===== src/rtl/axi_pkg.sv =====
// Shared AXI-Stream definitions for the axi_rtl transform stage, the
// downstream packet FIFO and their benches.
//
// Contents:
//   TDATA_WIDTH  - default stream data width in bits
//   KEEP_W       - byte-enable width for the default data width
//   axis_beat_t  - one stored stream beat, packed as {tlast, tkeep, tdata}
package axi_pkg;

   localparam int TDATA_WIDTH = 32;
   localparam int KEEP_W      = TDATA_WIDTH / 8;

   typedef struct packed {
      logic              tlast;
      logic [KEEP_W-1:0] tkeep;
      logic [TDATA_WIDTH-1:0] tdata;
   } axis_beat_t;

endpackage : axi_pkg


===== src/rtl/axis_fifo_mem.sv =====
// Beat storage for the packet FIFO: DEPTH words of BEAT_W bits with a
// registered write port and a combinational read port at the read pointer.
// It also owns the read/write pointers and the occupancy count.
//
// Ports:
//   clk        - clock, rising edge
//   rst        - synchronous active-high reset (pointers and occupancy only)
//   wr_en      - store wr_beat at the write pointer this edge
//   wr_beat    - word to store
//   rd_en      - advance the read pointer this edge
//   rd_beat    - word at the read pointer (combinational)
//   occupancy  - number of stored words, 0..DEPTH
module axis_fifo_mem #(
   parameter int BEAT_W = 37,
   parameter int DEPTH  = 16
) (
   input  logic                     clk,
   input  logic                     rst,
   input  logic                     wr_en,
   input  logic [BEAT_W-1:0]        wr_beat,
   input  logic                     rd_en,
   output logic [BEAT_W-1:0]        rd_beat,
   output logic [$clog2(DEPTH):0]   occupancy
);

   import axi_pkg::*;

   localparam int AW = $clog2(DEPTH);
   localparam logic [AW:0] ONE_C = {{AW{1'b0}}, 1'b1};

   logic [BEAT_W-1:0] mem_r [DEPTH];
   // Pointers carry one extra MSB so full and empty are distinguishable
   // and they wrap modulo 2*DEPTH.
   logic [AW:0]       wr_ptr_r;
   logic [AW:0]       rd_ptr_r;
   logic [AW:0]       occ_r;

   // Storage array: written on accepted beats, never reset.
   always_ff @(posedge clk) begin
      if (wr_en) begin
         mem_r[wr_ptr_r[AW-1:0]] <= wr_beat;
      end
   end

   // Pointer and occupancy registers.
   always_ff @(posedge clk) begin
      if (rst) begin
         wr_ptr_r <= {(AW+1){1'b0}};
         rd_ptr_r <= {(AW+1){1'b0}};
         occ_r    <= {(AW+1){1'b0}};
      end else begin
         if (wr_en) begin
            wr_ptr_r <= wr_ptr_r + ONE_C;
         end
         if (rd_en) begin
            rd_ptr_r <= rd_ptr_r + ONE_C;
         end
         case ({wr_en, rd_en})
            2'b10:   occ_r <= occ_r + ONE_C;
            2'b01:   occ_r <= occ_r - ONE_C;
            default: occ_r <= occ_r;
         endcase
      end
   end

   assign rd_beat   = mem_r[rd_ptr_r[AW-1:0]];
   assign occupancy = occ_r;

endmodule : axis_fifo_mem


===== src/rtl/axis_pkt_fifo.sv =====
// Store-and-forward AXI-Stream packet FIFO. Only complete packets (tlast
// stored) are presented to the sink. A packet longer than the buffer would
// otherwise deadlock, so when the buffer fills with no complete packet the
// block switches to cut-through until that packet's tlast leaves.
//
// Ports:
//   aclk, areset              - clock and synchronous active-high reset
//   s_axis_t{data,keep,last,valid} / s_axis_tready  - upstream stream
//   m_axis_t{data,keep,last,valid} / m_axis_tready  - downstream stream
//   occupancy                 - number of stored beats
//   pkt_count                 - number of complete packets stored
module axis_pkt_fifo #(
   parameter int TDATA_WIDTH = axi_pkg::TDATA_WIDTH,
   parameter int DEPTH       = 16
) (
   input  logic                       aclk,
   input  logic                       areset,
   input  logic [TDATA_WIDTH-1:0]     s_axis_tdata,
   input  logic [TDATA_WIDTH/8-1:0]   s_axis_tkeep,
   input  logic                       s_axis_tlast,
   input  logic                       s_axis_tvalid,
   output logic                       s_axis_tready,
   output logic [TDATA_WIDTH-1:0]     m_axis_tdata,
   output logic [TDATA_WIDTH/8-1:0]   m_axis_tkeep,
   output logic                       m_axis_tlast,
   output logic                       m_axis_tvalid,
   input  logic                       m_axis_tready,
   output logic [$clog2(DEPTH):0]     occupancy,
   output logic [$clog2(DEPTH):0]     pkt_count
);

   import axi_pkg::*;

   localparam int KW     = TDATA_WIDTH / 8;
   localparam int BEAT_W = TDATA_WIDTH + KW + 1;
   localparam int CW     = $clog2(DEPTH) + 1;
   localparam logic [CW-1:0] FULL_C = CW'(DEPTH);
   localparam logic [CW-1:0] ZERO_C = {CW{1'b0}};
   localparam logic [CW-1:0] ONE_C  = {{(CW-1){1'b0}}, 1'b1};

   logic [BEAT_W-1:0] wr_beat_s;
   logic [BEAT_W-1:0] rd_beat_s;
   logic [CW-1:0]     occ_s;
   logic              wr_en_s;
   logic              rd_en_s;
   logic              wr_last_s;
   logic              rd_last_s;
   logic              valid_s;
   logic [CW-1:0]     pkt_cnt_r;
   logic [CW-1:0]     pkt_cnt_nxt_s;
   logic              fwd_r;
   logic              fwd_nxt_s;

   // Beat word layout matches axis_beat_t: {tlast, tkeep, tdata}.
   assign wr_beat_s = {s_axis_tlast, s_axis_tkeep, s_axis_tdata};

   assign s_axis_tready = !areset && (occ_s != FULL_C);

   // A null beat without tlast carries nothing, so it is accepted and dropped.
   // A null beat with tlast is kept because it closes the packet.
   assign wr_en_s   = s_axis_tvalid && s_axis_tready &&
                      (s_axis_tlast || (s_axis_tkeep != {KW{1'b0}}));
   assign wr_last_s = wr_en_s && s_axis_tlast;

   assign valid_s   = (occ_s != ZERO_C) && ((pkt_cnt_r != ZERO_C) || fwd_r);
   assign rd_en_s   = valid_s && m_axis_tready;
   assign rd_last_s = rd_en_s && rd_beat_s[BEAT_W-1];

   axis_fifo_mem #(
      .BEAT_W (BEAT_W),
      .DEPTH  (DEPTH)
   ) u_mem (
      .clk       (aclk),
      .rst       (areset),
      .wr_en     (wr_en_s),
      .wr_beat   (wr_beat_s),
      .rd_en     (rd_en_s),
      .rd_beat   (rd_beat_s),
      .occupancy (occ_s)
   );

   // Next-state for the complete-packet count and the cut-through flag.
   always_comb begin
      pkt_cnt_nxt_s = pkt_cnt_r;
      fwd_nxt_s     = fwd_r;
      case ({wr_last_s, rd_last_s})
         2'b10:   pkt_cnt_nxt_s = pkt_cnt_r + ONE_C;
         2'b01:   pkt_cnt_nxt_s = pkt_cnt_r - ONE_C;
         default: pkt_cnt_nxt_s = pkt_cnt_r;
      endcase
      // A full buffer holding no tlast can never drain on its own; stream it.
      if (rd_last_s) begin
         fwd_nxt_s = 1'b0;
      end else if ((occ_s == FULL_C) && (pkt_cnt_r == ZERO_C)) begin
         fwd_nxt_s = 1'b1;
      end else begin
         fwd_nxt_s = fwd_r;
      end
   end

   // Packet count and cut-through flag registers.
   always_ff @(posedge aclk) begin
      if (areset) begin
         pkt_cnt_r <= ZERO_C;
         fwd_r     <= 1'b0;
      end else begin
         pkt_cnt_r <= pkt_cnt_nxt_s;
         fwd_r     <= fwd_nxt_s;
      end
   end

   // Output payload is zeroed whenever no beat is offered. Held stable under
   // backpressure because the read pointer only moves on a transfer.
   always_comb begin
      m_axis_tvalid = valid_s;
      if (valid_s) begin
         m_axis_tlast = rd_beat_s[BEAT_W-1];
         m_axis_tkeep = rd_beat_s[BEAT_W-2 -: KW];
         m_axis_tdata = rd_beat_s[TDATA_WIDTH-1:0];
      end else begin
         m_axis_tlast = 1'b0;
         m_axis_tkeep = {KW{1'b0}};
         m_axis_tdata = {TDATA_WIDTH{1'b0}};
      end
   end

   assign occupancy = occ_s;
   assign pkt_count = pkt_cnt_r;

endmodule : axis_pkt_fifo

===== config.mk =====
export PLATFORM = sky130hd
export DESIGN_NAME = axis_pkt_fifo
export DESIGN_NICKNAME = d
export VERILOG_FILES = /design/src/rtl/axi_pkg.sv /design/src/rtl/axis_fifo_mem.sv /design/src/rtl/axis_pkt_fifo.sv
export SDC_FILE = /design/constraint.sdc
export NUM_CORES = 1
export LEC_CHECK = 0
export BUFFER_PORTS_ARGS = -buffer_cell sky130_fd_sc_hd__buf_2
export CORE_UTILIZATION = 55
export DETAILED_ROUTE_END_ITERATION = 16
export PLACE_DENSITY = 0.82
export SETUP_SLACK_MARGIN = 0.2
export SLEW_MARGIN = 20
export SYNTH_ARGS = -nofsm -noshare
export SYNTH_HDL_FRONTEND = slang
export SYNTH_SLANG_ARGS = --single-unit

===== constraint.sdc =====
create_clock -name aclk -period 4.2 [get_ports aclk]
set_input_delay 0.21 -clock aclk [delete_from_list [all_inputs] [get_ports aclk]]
set_output_delay 0.21 -clock aclk [all_outputs]
set_load 0.03 [all_outputs]

==> flow_metrics.tcl, run 1 <==
set metrics [dict create \
    yosysSeqAreaShare_pct 77.1 \
    drive_gt1_share_pct 29.6 \
    netlist.area_leader.share_pct 75.1 \
    crit_type "reg2reg" \
    ys_ff_latch 615 \
    synthCells 1114 \
    hold_path_class "in2reg" \
    grt_first_pass_wirelength_um 77300 \
    dieHeight_um 209 \
    drc 0 \
    cts-root-buf "clkbuf_16" \
    use_met3_pct 5.30 \
    cts_buffers 59 \
    whs_ns 0.0737 \
    cp_max_fo 21 \
    synthFlopType "edfxtp_1" \
    cts_tree "built" \
    overflow 0 \
    port_buffers 89 \
    grt_max_degree 64 \
    use_met2_pct 40.7 \
    drtAntennaViolNets 0 \
    cp-end-kind "flop" \
    first_iter_violations 1254 \
    clock_path_buffers 3 \
    rsz0062_at_grt "no" \
    start_util_pct 56.0 \
    status "complete, no violations" \
    crit_top_cell "a21oi_1" \
    tightest_slew_ns 0.879 \
    synth.distinct_cells 45 \
    syn-num-nets 1170 \
    maxCapViolCount 0 \
    grt_util_all_layers_pct 24.4 \
    critical_path_arrival_ns 4.12 \
    slew_headroom_pct 41.0 \
    wirelength_um 52300 \
    finalSetupTns_ns 0 \
    clk_latency_ns 0.63 \
    die-area_um2 43900 \
    n_antenna_cell 0 \
    area_delta_synth_final_pct 14.9 \
    timing.final.crit_period_ns 3.58 \
    p_leak_nw 8.58 \
    peakVddDrop_uv 555 \
    grt_use_met1_pct 31.9 \
    skew_ns 0.0327 \
    busiest_layer "met2" \
    syn_area_um2 23700 \
    start_kind "flop" \
    yosysMostFrequentCell "edfxtp_1" \
    fmax_mhz 279 \
    coreArea_um2 42200 \
    antenna_found_initial 0 \
    powerDensity_nw_per_um2 451 \
    wl_per_cell_um 28.1 \
    dr_total_vias 11830 \
    async_reset_ff_share_pct 0 \
    pin_count 90 \
    gp_congestion 0.774 \
    layout.nets 1329 \
    rows 75 \
    required_ns 4.74 \
    hpwl_um 27900 \
    cts_max_level 2 \
    die_x_um 209 \
    synth_commonest_cells "592 x edfxtp_1, 144 x mux4_2, 45 x nand2_1, 43 x nand3_1, 38 x a22oi_1" \
    grt_pass1_vias 12393 \
    drv_slew 0 \
    syn_area_per_cell_um2 21.2 \
    fin_crit_sh_pct 85.3 \
    cts.clk_slew.worst_paths_ns 0.07 \
    nFillCells 2723 \
    ys_warn_count 0 \
    via_per_inst 6.36 \
    cts.sinks 615 \
    netlist_top_cells_area "edfxtp_1 75%, mux4_2 14%, dfxtp_1 1.9%" \
    path_cells "nor2b_4, a22oi_1, a31oi_1, a211oi_2, ha_1, fa_1, a21o_1, a21oi_1, xor2_1, or3_1, a21oi_1" \
    synth_edf_count 592 \
    finalSetupViolations 0 \
    yosysTopAreaCell "edfxtp_1" \
    cpMaxStageDelayCell "dfxtp_2" \
    drtPass1Iterations 5 \
    slowest_delay_ns 0.71 \
    cts_resized 0 \
    final-hold-violation-count 0 \
]
==> critical path: cells and delay by family (launching register included) <==
kind / cells / cell delay [ns]
AO/OA/AOI/OAI: 6 / 1.04
AND/OR/NAND/NOR: 2 / 0.89
adder cells (fa/ha/maj): 2 / 0.75
flip-flops: 1 / 0.71
XOR/XNOR: 1 / 0.09
==> flip-flops by register name (all words and copies together) (netlist names), named ones only <==
name / cells
u_mem.wr_ptr_r: 4
u_mem.mem_r: 592
fwd_r: 1
pkt_count: 5
u_mem.occupancy: 5
u_mem.rd_ptr_r: 4
==> path summary, 6_finish.rpt <==
| path | start | endpoint | slack (ns) | cells after the start |
|---|---|---|---|---|
| worst max register to register | flop | pkt_count[4] | 0.62 | 11 |
| worst max-delay path | flop | pkt_count[4] | 0.62 | 11 |
| worst min register to register | u_mem.rd_ptr_r[3] | flop | 0.50 | 2 |
| worst min-delay path | s_axis_tkeep[0] | u_mem.mem_r[8][32] | 0.07 | 2 |
==> area by class of cell <==
type / instances / area (um^2) / area share (%)
Sequential cell: 615 / 18200 / 67.1
Multi-Input combinational cell: 424 / 5190 / 19.1
Tap cell: 539 / 674 / 2.48
Timing Repair Buffer: 163 / 1200 / 4.40
Inverter: 10 / 40.0 / 0.147
Clock inverter: 36 / 300 / 1.10
Clock buffer: 72 / 1550 / 5.69
==> through the flow <==
step | total power [mW] | util (%) | area, um^2 | setup slack (ns) | std cells
after floorplan | 7.09 | - | 23700 | 0.666 | 1114
after global placement | 7.24 | 59.1 | 25000 | 0.788 | 1713
after detailed placement | 7.25 | 59.1 | 25000 | 0.744 | 1713
after CTS | 12.3 | 64.4 | 27200 | 0.663 | 1859
after global routing | 12.6 | 64.4 | 27200 | 0.384 | 1859
final | 12.3 | 64.4 | 27200 | 0.617 | 1859
==> power breakdown <==
part / leakage [nW] / switching [mW] / internal (mW)
clock network: 0.914 / 2.25 / 2.86
logic: 2.14 / 0.235 / 0.137
registers: 5.52 / 0.0214 / 6.76
total: 8.58 / 2.50 / 9.76
==> what timing repair did <==
item | 4_1_cts | 5_1_grt
hold buffers | 38 | 0
endpoints found under the hold margin | 581 | 0
buffers inserted | 0 | 0
==> kinds of logic (layout without fill, tap and decap cells) <==
group           count (synthesis)  in the layout  share of synthesized area (%)
compound gates                 99             99                           2.89
xor+xnor                        9              9                          0.365
fa+ha+maj                      15             15                          0.856
buf+inv                        75            281                           1.67
flops                         615            615                           77.1
mux                           157            157                           14.3
simple gates                  144            144                           2.90
==> layout by cell type, fill, tap and decap left out, types with 4 or more instances in the layout <==
master,n
clkinv_1,10
edfxtp_1,592
mux2i_1,12
a21oi_1,11
nor3_4,4
dlygate4sd3_1,38
nor2_4,13
clkbuf_16,60
xor2_1,5
nand2_1,45
clkbuf_1,12
a22oi_1,38
clkinv_2,15
nand3_1,43
buf_4,28
inv_6,5
ha_1,13
nor2_1,18
dfxtp_1,19
mux4_2,144
a31oi_1,37
bufinv_16,4
inv_1,9
buf_2,89
buf_12,8
==> metal layers <==
layer,wire length [um],up-vias
met3,4130,109
met5,0,-
met1,19900,6172
met2,26600,586
met4,1640,0
li1,-,4963
No activity file was read; power rests on OpenSTA's default activity.
==> run 2, diff against run 1 <==
Settings changed: ABC_CLOCK_PERIOD_IN_PS set to 4200, CORE_UTILIZATION 55 to 40, PLACE_DENSITY 0.82 to 0.65.
==> run 2 against run 1 <==
Compared with the run above:
- critical path type is now reg2out
- die area is 37% higher
- critical path depth down 6
- clock power fell by 1%
- combinational power fell by 2%
- via count shrank 3.3%
- global-route usage fell by 7.2 points
==> flow_metrics.tcl, run 2 (same netlist as run 1, synthesis figures left out) <==
set metrics [dict create \
    layout.nets 1326 \
    fmax_mhz 287 \
    grt_use_met1_pct 22.7 \
    hpwl_um 28800 \
    cts_tree "built" \
    tightest_slew_ns 1.07 \
    grt_first_pass_wirelength_um 76500 \
    critical_path_arrival_ns 3.28 \
    cp_top_family "flip-flops" \
    layout_common_cells "592 x edfxtp_1, 144 x mux4_2, 89 x buf_2" \
    cts-root-buf "clkbuf_16" \
    skew_ns 0.0137 \
    cts_resized 0 \
    switching_power_mw 2.46 \
    final_cell_area_um2 27400 \
    hold_path_class "in2reg" \
    use_met2_pct 29.5 \
    slowest_delay_ns 0.77 \
    rows 88 \
    post-place-cells 1939 \
    drtPass1Iterations 5 \
    clock_path_buffers 3 \
    seqPwrFrac_pct 55.6 \
    cp_num_buf_inv 2 \
    gp_congestion 0.753 \
    fin_ws_ns 0.714 \
    finalSetupTns_ns 0 \
    slew_headroom_pct 28.6 \
    start_kind "flop" \
    drive_gt1_share_pct 29.1 \
    final-hold-violation-count 0 \
    overflow 0 \
    cp_max_fo 68 \
    dr_total_vias 11436 \
    cts.sinks 615 \
    port_buffers 89 \
    area_delta_synth_final_pct 16.0 \
    cts_buffers 58 \
    drc 0 \
    coreArea_um2 58000 \
    cts_max_level 2 \
    layoutNonFillerInstCount 2079 \
    grt_pass1_vias 12228 \
    cpMaxStageDelayCell "dfxtp_4" \
    clk_latency_ns 0.63 \
    die-area_um2 60100 \
    grt_max_degree 70 \
    grt_util_all_layers_pct 17.2 \
    sw_frac_of_total_pct 20.1 \
    wl_per_cell_um 24.3 \
    n_antenna_cell 0 \
    layout_commonest_cell "edfxtp_1" \
    path_cells "buf_12, mux4_2, a22oi_1, a31oi_1, buf_2" \
    status "complete, no violations" \
    timing.final.crit_period_ns 3.49 \
    finalSetupViolations 0 \
    drv_slew 0 \
    start_util_pct 40.8 \
    drtAntennaViolNets 0 \
    antenna_found_initial 1 \
    fin_crit_sh_pct 83.0 \
    pin_count 90 \
    placed_cell_area_um2 25300 \
    whs_ns 0.0521 \
    largest_register_ffs 592 \
    dieHeight_um 245 \
    clkPwrFrac_pct 41.4 \
    first_iter_violations 879 \
    cp-end-kind "primary output" \
    cts.clk_slew.worst_paths_ns 0.06 \
    dp_slack_ns 0.797 \
    powerDensity_nw_per_um2 444 \
    die_x_um 245 \
    p_int_mw 9.74 \
    busiest_layer "met2" \
    p_leak_nw 8.55 \
    cts_setup_buffers 0 \
    use_met3_pct 2.60 \
    via_per_inst 5.50 \
    rsz0062_at_grt "no" \
    maxCapViolCount 0 \
    crit_type "reg2out" \
    pwr-share-comb_pct 3.0 \
    peakVddDrop_uv 335 \
    wirelength_um 50600 \
    required_ns 3.99 \
]
-- run 2: cell types whose count changed in the layout (fill, tap and decap cells not counted), sizes merged --
cell | before | now
bufinv | 4 | 5
clkinvlp | 1 | 0
clkbuf | 72 | 69
inv | 15 | 12
dlygate4sd3 | 38 | 36
clkinv | 26 | 28
-- run 2: stage by stage --
step                      util [%]  power [mW]
after CTS                     47.3        12.3
after global routing          47.3        12.6
after detailed placement      43.5        7.26
after floorplan                  -        7.09
after global placement        43.5        7.25
final                         47.3        12.2
-- run 2: what timing repair did --
item / in CTS / in global routing
hold endpoints to repair: 565 / 0
hold buffers: 36 / 0
setup endpoints to repair: 0 / 0
-- run 2: path summary, 6_finish.rpt --
kind	to	startpoint	depth (start not counted)	slack, ns
worst max register to register	pkt_count[4]	flop	12	0.77
worst min register to register	flop	u_mem.rd_ptr_r[3]	2	0.49
worst min-delay path	u_mem.wr_ptr_r[1]	areset	4	0.05
worst max-delay path	m_axis_tdata[2]	flop	5	0.71
-- run 2: worst reg2reg max path: cells and delay by family (launching register included) --
family,cells,cell delay (ns)
simple gates,3,0.65
buf+inv,1,0.27
fa+ha+maj,2,0.75
compound gates,5,0.95
xor+xnor,1,0.10
flops,1,0.64
-- run 2: power groups by stage --
stage	sequential (mW)	combinational, mW	clock [mW]
after global routing	6.78	0.400	5.37
after floorplan	6.92	0.179	0
after CTS	6.78	0.375	5.15
after detailed placement	6.91	0.346	0
final	6.78	0.366	5.05
after global placement	6.91	0.336	0
-- run 2: cell type report --
cell class | count | area [um^2]
multi-input combinational | 424 | 5190
clock inverter | 35 | 329
inverter | 10 | 40.0
timing repair buffer | 161 | 1190
tap | 765 | 957
clock buffer | 69 | 1490
fill | 4755 | 30600
sequential | 615 | 18200
-- run 2: metal layers --
layer	share of wire [%]	vias up
li1	-	4952
met1	42	6112
met2	52	304
met3	4.9	66
met4	1.8	2
met5	0.016	-
==> run 3, diff against run 2 <==
Settings changed: ABC_AREA set to 1, ABC_CLOCK_PERIOD_IN_PS 4200 to 3550, PLACE_DENSITY 0.65 to 0.63.
Clock period 4.2 ns to 3.55 ns, I/O delays scaled along.
==> run 3 against run 2 <==
Compared with the run above:
- sequential power grew 21%
- routed wire length grew 23%
- count of clock-buffer cells in the layout grew 1
- final cell count grew 48%
- sequential share of layout area shrank 2.7 points
- clock power grew 24%
- critical endpoint is now m_axis_tkeep[2]
- final area grew 4.2%
- largest cell class unchanged
- register-to-register slack lost 0.08 ns
- core utilization shrank 1.1 points
==> flow_metrics.tcl, run 3 <==
set metrics [dict create \
    nFillCells 5489 \
    path_cells "inv_8, buf_16, nand2_1, nand3_1, nand3_1, nand3_1, nand2_1, nor2_1, buf_2" \
    worstHoldEndpoint "u_mem.wr_ptr_r[0]" \
    layout.nets 2241 \
    tightest_slew_ns 1.09 \
    yosysTopAreaCell "edfxtp_1" \
    skew_ns 0.0153 \
    status "complete, no violations" \
    cp_max_fo 128 \
    syn_area_per_cell_um2 12.0 \
    cts_max_level 2 \
    min-delay-start "s_axis_tvalid" \
    cts-root-buf "clkbuf_16" \
    reg2regPathDepth 15 \
    reg2reg_to "pkt_count[3]" \
    drc 0 \
    rows 91 \
    hpwl_um 31300 \
    syn-num-nets 2136 \
    synth.distinct_cells 27 \
    cts.clk_slew.worst_paths_ns 0.06 \
    whs_ns 0.0749 \
    start_util_pct 40.5 \
    required_ns 3.37 \
    cpMaxStageDelayCell "buf_16" \
    dieHeight_um 252 \
    via_per_inst 5.29 \
    netlist.area_leader.share_pct 71.0 \
    grt_max_degree 233 \
    layout_commonest_cell "nand2_1" \
    drv_slew 0 \
    finalSetupTns_ns 0 \
    rsz0062_at_grt "no" \
    powerDensity_nw_per_um2 670 \
    timing.final.crit_period_ns 3.16 \
    final_cell_area_um2 28600 \
    power_mw 19.2 \
    slew_headroom_pct 27.0 \
    syn_area_um2 25000 \
    drtPass1Iterations 7 \
    ys_warn_count 0 \
    antenna_found_initial 2 \
    gp_congestion 0.793 \
    final-hold-violation-count 0 \
    hold_depth 4 \
    start_kind "flop" \
    first_iter_violations 1497 \
    grt_util_all_layers_pct 19.5 \
    clk_latency_ns 0.62 \
    placed_cell_area_um2 26300 \
    synth_commonest_cells "650 x nand2_1, 592 x edfxtp_1, 526 x nand3_1, 66 x buf_2, 55 x nor2_1" \
    drtAntennaViolNets 0 \
    synthFlopType "edfxtp_1" \
    crit_type "reg2out" \
    ys_ff_latch 615 \
    grt_pass1_vias 15851 \
    drive_gt1_share_pct 10.8 \
    coreArea_um2 61800 \
    maxCapViolCount 0 \
    fin_crit_sh_pct 89.1 \
    fmax_mhz 316 \
    p_leak_nw 10.3 \
    finalSetupViolations 0 \
    crit_top_cell "nand3_1" \
    die_x_um 252 \
    cts_buffers 59 \
    peakVddDrop_uv 793 \
    overflow 0 \
    die-area_um2 63600 \
    clock_path_buffers 3 \
    layout_common_cells "650 x nand2_1, 592 x edfxtp_1, 526 x nand3_1" \
    netlist_top_cells_area "edfxtp_1 71%, nand3_1 11%, nand2_1 9.7%" \
    cts_tree "built" \
    cts.sinks 615 \
    synthCells 2080 \
    synth_edf_count 592 \
    port_buffers 89 \
    largest_register_ffs 592 \
    ff2ff_setup_slack_ns 0.69 \
    cp-end-kind "primary output" \
    wirelength_um 62000 \
    grt_first_pass_wirelength_um 94500 \
    critical_path_arrival_ns 2.99 \
    hold_path_class "in2reg" \
    yosysSeqAreaShare_pct 72.9 \
    slowest_delay_ns 0.45 \
    area_delta_synth_final_pct 14.2 \
    yosysMostFrequentCell "nand2_1" \
    async_reset_ff_share_pct 0 \
    final_util_pct 46.2 \
    n_antenna_cell 0 \
    dr_total_vias 16233 \
    wl_per_cell_um 20.2 \
    pin_count 90 \
]
==> run 3: cell types whose count changed after synthesis, sizes merged, moves of 37 or more <==
cell	change
nand3	+483
a31oi	-37
nand2	+604
buf	+65
mux4	-144
a22oi	-38
==> run 3: how the worst max path moves through the flow <==
stage               cells after the start           endpoint  slack, ns
global route                            9    m_axis_tkeep[2]       0.22
floorplan                               6  u_mem.mem_r[3][0]      -0.58
detailed placement                     15       pkt_count[3]       0.71
global placement                       15       pkt_count[3]       0.76
finish                                  9    m_axis_tkeep[2]       0.39
CTS                                     8    m_axis_tdata[9]       0.21
==> run 3: logic make-up after synthesis <==
| logic type | share of synthesized area (%) |
|---|---|
| and+or+nand+nor | 21.7 |
| xor gates and xnor gates | 0.350 |
| adders and majority gates | 0.810 |
| DFF | 72.9 |
| buffers and inverters | 3.76 |
| AOI/OAI and AO/OA | 0.550 |
==> run 3: power by group <==
| part | internal [mW] | leakage [nW] | switching, mW |
|---|---|---|---|
| Clock | 3.62 | 0.939 | 2.62 |
| Sequential | 8.09 | 5.52 | 0.104 |
| Combinational | 1.29 | 3.83 | 3.42 |
==> run 3: metal layers <==
layer  track usage, %  vias up  part of all wire (%)
met4             5.92        2                   2.3
met3             2.70      109                   6.2
li1                 -     7557                     -
met5                0        -                 0.016
met1             26.4     7995                    43
met2             32.7      570                    49
==> run 3: worst max-delay path: cells and delay by family, from the launching register on <==
kind | cells | cell delay (ns)
flops | 1 | 0.38
buf+inv | 3 | 1.10
simple gates | 6 | 0.78
==> run 3: area by class of cell <==
| class | count | area (um^2) | share of cell area [%] |
|---|---|---|---|
| clock buffers | 70 | 1520 | 5.31 |
| well taps | 837 | 1050 | 3.66 |
| inverters | 31 | 126 | 0.442 |
| multi-input cells | 1307 | 5970 | 20.9 |
| clock inverters | 38 | 395 | 1.38 |
| repair buffers | 171 | 1280 | 4.49 |
| flip-flops and latches | 615 | 18200 | 63.8 |
==> run 3: per-stage QoR <==
step           std cells  setup WS [ns]
4_1_cts             3068          0.212
3_5_place_dp        2922          0.715
5_1_grt             3069          0.223
6_report            3069          0.386
2_1_floorplan       2080         -0.578
3_3_place_gp        2922          0.760
==> run 3: repair_timing <==
item,in CTS,in global routing
resized for setup,0,2
hold buffers,38,0
endpoints found under the hold margin,588,0
setup endpoints to repair,0,12
setup buffers,0,1
